## src/rtl/depacketizer.sv

```systemverilog
// Depacketizer: finds a 64-bit preamble (either polarity), decodes mode/length, then forwards payload symbols.
// Latency: every output is registered, one cycle after the accepted input symbol; non-MIX modes pass symbols straight through.
// Backpressure: none; input and output both run at symbol rate, and only cycles with I_tvalid=1 advance state.
module depacketizer #(
    parameter logic [15:0] MAX_PLD = 16'hFFFF
) (
    input  logic        clk,
    input  logic        rst,
    input  logic [3:0]  MODE_CTRL,
    input  logic [1:0]  I_tdata,
    input  logic        I_tvalid,
    output logic [1:0]  O_tdata,
    output logic        O_tvalid,
    output logic        O_tlast,
    output logic        O_tuser,
    output logic [15:0] payload_length,
    output logic        hdr_vld,
    output logic        hdr_err,
    output logic        pld_vld,
    output logic        pkt_rcvd
);

    localparam logic [63:0] PREAMBLE  = 64'h5555_5555_AAAA_AAAA;
    localparam logic [3:0]  MODE_BPSK = 4'b0001;
    localparam logic [3:0]  MODE_MIX  = 4'b0100;

    typedef enum logic [4:0] {
        SEARCH = 5'b00001,
        MODE   = 5'b00010,
        LEN    = 5'b00100,
        TAIL   = 5'b01000,
        PLD    = 5'b10000
    } state_t;

    state_t      state;
    logic [63:0] shreg;
    logic        inv;
    logic        is_bpsk;
    logic [15:0] cnt;
    logic [3:0]  mode_cnt;
    logic [15:0] n_sym;

    logic [1:0]  sym;
    logic [63:0] sh_next;
    logic [3:0]  mode_next;
    logic [15:0] len_next;
    logic [15:0] cnt_inc;

    // The mode field alternates 1,0,1,0,... so the expected bit is the inverse of the count LSB.
    assign sym       = I_tdata ^ {2{inv}};
    assign sh_next   = {shreg[62:0], I_tdata[0]};
    assign mode_next = mode_cnt + {3'b000, (sym[0] == ~cnt[0])};
    assign len_next  = {payload_length[14:0], sym[0]};
    assign cnt_inc   = cnt + 16'd1;

    always_ff @(posedge clk) begin
        if (rst) begin
            state          <= SEARCH;
            shreg          <= '0;
            inv            <= 1'b0;
            is_bpsk        <= 1'b1;
            cnt            <= '0;
            mode_cnt       <= '0;
            n_sym          <= '0;
            payload_length <= '0;
            O_tdata        <= '0;
            O_tvalid       <= 1'b0;
            O_tlast        <= 1'b0;
            O_tuser        <= 1'b0;
            hdr_vld        <= 1'b0;
            hdr_err        <= 1'b0;
            pld_vld        <= 1'b0;
            pkt_rcvd       <= 1'b0;
        end else begin
            hdr_vld  <= 1'b0;
            hdr_err  <= 1'b0;
            pkt_rcvd <= 1'b0;
            O_tlast  <= 1'b0;
            O_tvalid <= 1'b0;
            if (MODE_CTRL != MODE_MIX) begin
                O_tdata  <= I_tdata;
                O_tvalid <= I_tvalid;
                O_tuser  <= (MODE_CTRL == MODE_BPSK);
                pld_vld  <= 1'b1;
                state    <= SEARCH;
                inv      <= 1'b0;
                shreg    <= '0;
                cnt      <= '0;
                mode_cnt <= '0;
            end else begin
                pld_vld <= (state == PLD);
                if (I_tvalid) begin
                    case (state)
                        SEARCH: begin
                            shreg <= sh_next;
                            if (sh_next == PREAMBLE) begin
                                state    <= MODE;
                                inv      <= 1'b0;
                                cnt      <= '0;
                                mode_cnt <= '0;
                            end else if (sh_next == ~PREAMBLE) begin
                                state    <= MODE;
                                inv      <= 1'b1;
                                cnt      <= '0;
                                mode_cnt <= '0;
                            end
                        end
                        MODE: begin
                            if (cnt == 16'd7) begin
                                cnt      <= '0;
                                mode_cnt <= '0;
                                if (mode_next >= 4'd5) begin
                                    is_bpsk <= 1'b1;
                                    state   <= LEN;
                                end else if (mode_next <= 4'd3) begin
                                    is_bpsk <= 1'b0;
                                    state   <= LEN;
                                end else begin
                                    hdr_err <= 1'b1;
                                    state   <= SEARCH;
                                    shreg   <= '0;
                                end
                            end else begin
                                cnt      <= cnt_inc;
                                mode_cnt <= mode_next;
                            end
                        end
                        LEN: begin
                            payload_length <= len_next;
                            if (cnt == 16'd15) begin
                                cnt   <= '0;
                                n_sym <= is_bpsk ? len_next : {1'b0, len_next[15:1]};
                                state <= TAIL;
                            end else begin
                                cnt <= cnt_inc;
                            end
                        end
                        TAIL: begin
                            if (cnt == 16'd39) begin
                                cnt <= '0;
                                if (n_sym == 16'd0 || n_sym > MAX_PLD) begin
                                    hdr_err <= 1'b1;
                                    state   <= SEARCH;
                                    shreg   <= '0;
                                end else begin
                                    hdr_vld <= 1'b1;
                                    pld_vld <= 1'b1;
                                    state   <= PLD;
                                end
                            end else begin
                                cnt <= cnt_inc;
                            end
                        end
                        PLD: begin
                            O_tvalid <= 1'b1;
                            O_tuser  <= is_bpsk;
                            O_tdata  <= is_bpsk ? {1'b0, sym[0]} : sym;
                            if (cnt_inc == n_sym) begin
                                O_tlast  <= 1'b1;
                                pkt_rcvd <= 1'b1;
                                pld_vld  <= 1'b0;
                                state    <= SEARCH;
                                shreg    <= '0;
                                cnt      <= '0;
                            end else begin
                                cnt <= cnt_inc;
                            end
                        end
                        default: begin
                            state <= SEARCH;
                            shreg <= '0;
                            cnt   <= '0;
                        end
                    endcase
                end
            end
        end
    end

endmodule

```

## config.mk

```make
export PLATFORM = sky130hd
export DESIGN_NAME = depacketizer
export DESIGN_NICKNAME = d
export VERILOG_FILES = /design/src/rtl/depacketizer.sv
export SDC_FILE = /design/constraint.sdc
export NUM_CORES = 1
export LEC_CHECK = 0
export CAP_MARGIN = 20
export CORE_MARGIN = 2
export CORE_UTILIZATION = 55
export DETAILED_ROUTE_END_ITERATION = 16
export DONT_BUFFER_PORTS = 1
export MAX_ROUTING_LAYER = met4
export PLACE_DENSITY_LB_ADDON = 0.1
export SLEW_MARGIN = 20
export SYNTH_ARGS = -nofsm -noshare
export SYNTH_HDL_FRONTEND = slang
export SYNTH_SLANG_ARGS = --single-unit
```

## constraint.sdc

```tcl
create_clock -name clk -period 4.1 [get_ports clk]
set_clock_uncertainty 0.1 [all_clocks]
set_input_delay 0.41 -clock clk [delete_from_list [all_inputs] [get_ports clk]]
set_output_delay 0.41 -clock clk [all_outputs]
set_load 0.02 [all_outputs]
```

; ---- Word level (Yosys, flattened, before mapping)
; Index checks and enable logic that the tools add are counted.
[totals]
register_bits = 130
output_inout_bits = 25
word_cells = 125
[classes]
add_sub_neg = 2
mux = 56
bitwise = 7
order_cmp = 3
n_eq_ne = 22
n_reduce_logical = 20
[ops]
columns = op, n
row1 = two-way mux 63 bit, 6
row2 = one-hot mux 63 bit (5 select lines), 1
row3 = two-way mux 16 bit, 7
row4 = one-hot mux 16 bit (5 select lines), 1
row5 = "== test 64 x 63 -> 1 bit, second input constant", 1
row6 = "== test 64 bit, second input constant", 1
row7 = two-way mux 5 bit, 7
row8 = one-hot mux 5 bit (5 select lines), 1
row9 = two-way mux 1 bit, 21
row10 = "adder 16 x 1 -> 16 bit, second input constant", 1
row11 = == test 16 bit, 1
row12 = "== test 16 x 3 -> 1 bit, second input constant", 1
row13 = "== test 16 x 4 -> 1 bit, second input constant", 1
row14 = "== test 16 x 6 -> 1 bit, second input constant", 1
row15 = "greater-than comparator 16 bit, second input constant", 1
row16 = logical NOT 16 bit, 1
row17 = two-way mux 4 bit, 3
row18 = "!= test 2 bit, second input constant", 6
row19 = nonzero test 2 bit, 5
row20 = AND reduction 3 bit, 3
row21 = two-way mux 2 bit, 4
row22 = one-hot mux 4 bit (2 select lines), 1
row23 = AND reduction 8 bit, 1
row24 = OR reduction 4 bit, 2
row25 = other kinds (24), 32

; ---- Logic depth before layout (Yosys ltp)
[depth]
depth_word = 8
mapped_depth = 13
depth_no_buf = 11

; ---- Worst setup path before layout
; OpenSTA, ideal clock, no wires.
[synth_timing]
path_type = input-to-reg
start = in I_tdata[0]
end = reg shreg[23]
path_stages = 12
setup_slack_ns = 1.006
arrival_time_ns = 2.925
required_ns = 3.931
path_cell_list = xnor2_1 xnor2_1 ha_1 ha_1 or4_1 nor2b_1 or3b_1 a21oi_4 buf_6 buf_4 nand3_1 o21ai_1
[synth_via]
elab_chain_len = 6
elab_cells_between_ends = 8
[synth_lines]
columns = element, line_no
row1 = from (decl), 10  ; input logic [1:0] I_tdata,
row2 = bitwise XOR 2 bit *, 50  ; assign sym = I_tdata ^ {2{inv}};
row3 = == test 1 bit *, 52  ; assign mode_next = mode_cnt + {3'b000, (sym[0] == ~cnt[0])};
row4 = adder 4 x 1 -> 4 bit *, 52
row5 = less-or-equal comparator 4 x 2 -> 1 bit / >= comparator 4 x 3 -> 1 bit (equally long branches), "115, 112"
row6 = != test 2 bit (no source line), n/a
row7 = AND reduction 8 bit (no source line) *, n/a
row8 = to (signal assigned), 95  ; shreg <= sh_next;
row9 = to (decl), 36  ; logic [63:0] shreg;
; Mark *: on every way between the ends. The rest lies on a longest branch, timed or not.
; A chain may end at the register's enable or synchronous reset.

; ---- Worst setup path after layout
[layout_timing]
start = reg cnt[0]
end = reg cnt[15]
[layout_via]
elab_chain_len = 4
elab_cells_between_ends = 10
[layout_lines]
columns = element, line_no
row1 = from (decl), 39  ; logic [15:0] cnt;
row2 = from (signal assigned), 124  ; cnt <= cnt_inc;
row3 = from (signal assigned), 135  ; cnt <= cnt_inc;
row4 = from (signal assigned), 151  ; cnt <= cnt_inc;
row5 = adder 16 x 1 -> 16 bit, 54  ; assign cnt_inc = cnt + 16'd1;
row6 = == test 16 bit, 158  ; if (cnt_inc == n_sym) begin
row7 = two-way mux 16 bit, 158
row8 = one-hot mux 16 bit (5 select lines) *, 93  ; case (state)
; Marks and branches as above.

==> flow_summary.json <==
{
  "synth_edf_count": 0,
  "hold_buffers": 2,
  "die_h_um": 113,
  "io_pins": 34,
  "outcome": "finished, final reports clean",
  "grt_pass1_vias": 5406,
  "start_kind": "flip-flop",
  "dp_hpwl_mm": 10.6,
  "yosysSeqAreaShare": 0.401,
  "antennaDiodeCount": 0,
  "worstPathMaxFanout": 20,
  "clock_sinks": 130,
  "layout_common_cells": "dfxtp_1 (130), nand2_1 (115), nand3_1 (84)",
  "fmax_mhz": 270,
  "slowest_stage": "nor4_1",
  "hold_violations": 0,
  "drv_cap": 0,
  "drtAntennaViolNets": 0,
  "rsz0062_at_grt": "no",
  "critPathKind": "flip-flop to flip-flop",
  "layout-drive-gt1-share": 0.0818,
  "setup_violations": 0,
  "min_path_type": "input port to flip-flop",
  "hold_start": "I_tdata[0]",
  "cp_num_buf_inv": 1,
  "start_util": 0.566,
  "syn_nets": 821,
  "ys.flop_type": "dfxtp_1",
  "first_pass_iters": 5,
  "cts_tree": "built",
  "r2r_slack_ns": 0.39,
  "avgSynthCellArea_um2": 8.03,
  "hold-path-cell-count": 2,
  "crit_arrival_ns": 3.92,
  "whs_endpoint": "shreg[0]$_SDFFE_PP0P_",
  "wl_per_cell_um": 17.0,
  "synthArstFlopShare": 0,
  "clk-insertion-delay-late_ns": 0.42,
  "grt_use_total": 0.266,
  "setup-tns-final_ns": 0,
  "end_kind": "flip-flop",
  "ir_drop_mv": 0.419,
  "design.die.area_um2": 12700,
  "grt_max_degree": 54,
  "drt-total-wl_mm": 15.9,
  "place.port_buffers": 0,
  "syn_inst": 809,
  "cp.required_ns": 4.31,
  "viasPerCell": 6.27,
  "core_area_um2": 11500,
  "yosys_register_bits": 130,
  "antenna_found_initial": 0,
  "cts_made_buffers": 17,
  "final_common_cell": "dfxtp_1",
  "synthToLayoutAreaGrowth_pct": 11.5,
  "slowest_delay_ns": 0.56,
  "fin_crit_sh": 0.904,
  "period_needed_ns": 3.71,
  "gp_congestion": 0.901,
  "drc": 0,
  "drt_iter0_drc": 391,
  "finalNetCount": 794,
  "slew_violations": 0,
  "slew_headroom": 0.312,
  "dieWidth_um": 113,
  "power.density_nw_per_um2": 422,
  "rows": 39,
  "worst_pin_slew_ns": 1.03,
  "clockBufferDepth": 2,
  "htreeDepth": 4,
  "cts_resized": 0,
  "path_delay_family": "simple AND/OR/NAND/NOR gates",
  "grt-ovfl-total": 0,
  "grt_pass1_wl_mm": 26.7,
  "ys_warn_count": 0,
  "post_cts_buffers": 0,
  "reg2reg_depth": 10,
  "vias": 5877,
  "cts_root_buf": "clkbuf_16",
  "clk_pin_slew_worst_paths_ns": 0.06,
  "yosysUniqueCellTypes": 63,
  "power_mw": 3.06,
  "p_leak_nw": 2.47,
  "reg2reg_to": "cnt[15]$_SDFFE_PP0P_",
  "crit_chain": "ha_1 > nand3_1 > nor4_1 > xnor2_1 > nand4_1 > or4_4 > a21oi_4 > buf_4 > o31ai_1 > a22o_1",
  "r2r-start": "cnt[0]$_SDFFE_PP0P_",
  "synth_area_um2": 6490
}
cell families after synthesis:
logic type / synth area share
muxes: 0.0310
adders and majority gates: 0.00578
xor gates and xnor gates: 0.0310
and+or+nand+nor: 0.323
AOI/OAI and AO/OA: 0.158
buffers and inverters: 0.0507
DFF: 0.401
how the worst max path moves through the flow:
stage | start | to | slack (ns) | cells past startpoint
6_report | cnt[0]$_SDFFE_PP0P_ | cnt[15]$_SDFFE_PP0P_ | 0.39 | 10
5_1_grt | cnt[0]$_SDFFE_PP0P_ | cnt[2]$_SDFFE_PP0P_ | 0.09 | 9
4_1_cts | cnt[0]$_SDFFE_PP0P_ | state[4]$_SDFFE_PP0P_ | 0.40 | 9
3_5_place_dp | cnt[0]$_SDFFE_PP0P_ | state[4]$_SDFFE_PP0P_ | 0.42 | 9
3_3_place_gp | cnt[0]$_SDFFE_PP0P_ | state[4]$_SDFFE_PP0P_ | 0.51 | 9
2_1_floorplan | I_tdata[0] | shreg[23]$_SDFFE_PP0P_ | 1.01 | 12
through the flow:
step / hold slack [ns] / worst slack [ns] / area (um2) / util / instances
2_1_floorplan: 0.337 / 1.01 / 6490 / - / 809
3_3_place_gp: 0.347 / 0.510 / 6540 / 0.570 / 904
3_5_place_dp: 0.370 / 0.424 / 6540 / 0.570 / 904
4_1_cts: 0.0175 / 0.398 / 7240 / 0.631 / 938
5_1_grt: 0.0470 / 0.0867 / 7240 / 0.632 / 938
6_report: 0.0329 / 0.393 / 7240 / 0.632 / 938
flip-flops by register name, indices dropped and copies added (netlist names):
register / count
state: 5
O_tvalid: 1
is_bpsk: 1
n_sym: 16
cnt: 16
inv: 1
pkt_rcvd: 1
payload_length: 16
pld_vld: 1
O_tuser: 1
hdr_vld: 1
shreg: 63
hdr_err: 1
O_tdata: 2
mode_cnt: 4
layout make-up:
cell class                 instances  area (um2)
clock buffer                      18         439
multi-input combinational        611        3580
tap                              143         179
timing repair buffer              18         188
clock inverter                    14         234
inverter                           4        15.0
sequential                       130        2600
fill                             964        4230
cells in the mapped netlist, types with 9 or more instances:
cell type	n	area share
nand2_1	115	0.066
nand3_1	84	0.065
nand2b_1	11	0.011
xnor2_1	16	0.022
buf_2	10	0.0077
dfxtp_1	130	0.40
mux2i_1	19	0.029
nor2_1	63	0.036
nor3_1	18	0.014
nor4bb_1	22	0.034
a21oi_1	54	0.042
o21ai_1	35	0.027
o21ai_0	27	0.021
clkbuf_1	38	0.022
nor4_1	15	0.014
or4_1	9	0.010
nand4_1	12	0.012
power by group:
group / total, mW / switching (mW) / internal [mW]
combinational: 0.0584 / 0.0392 / 0.0192
sequential: 1.27 / 0.00484 / 1.27
clock: 1.73 / 0.573 / 1.15
total: 3.06 / 0.617 / 2.44
routing by layer:
layer	track usage	vias up	part of all wire
li1	-	2865	-
met1	0.327	2781	0.44
met2	0.418	198	0.48
met3	0.0589	33	0.050
met4	0.124	0	0.028
met5	-	-	0
Note: power is estimated with default switching activity, not from simulation.
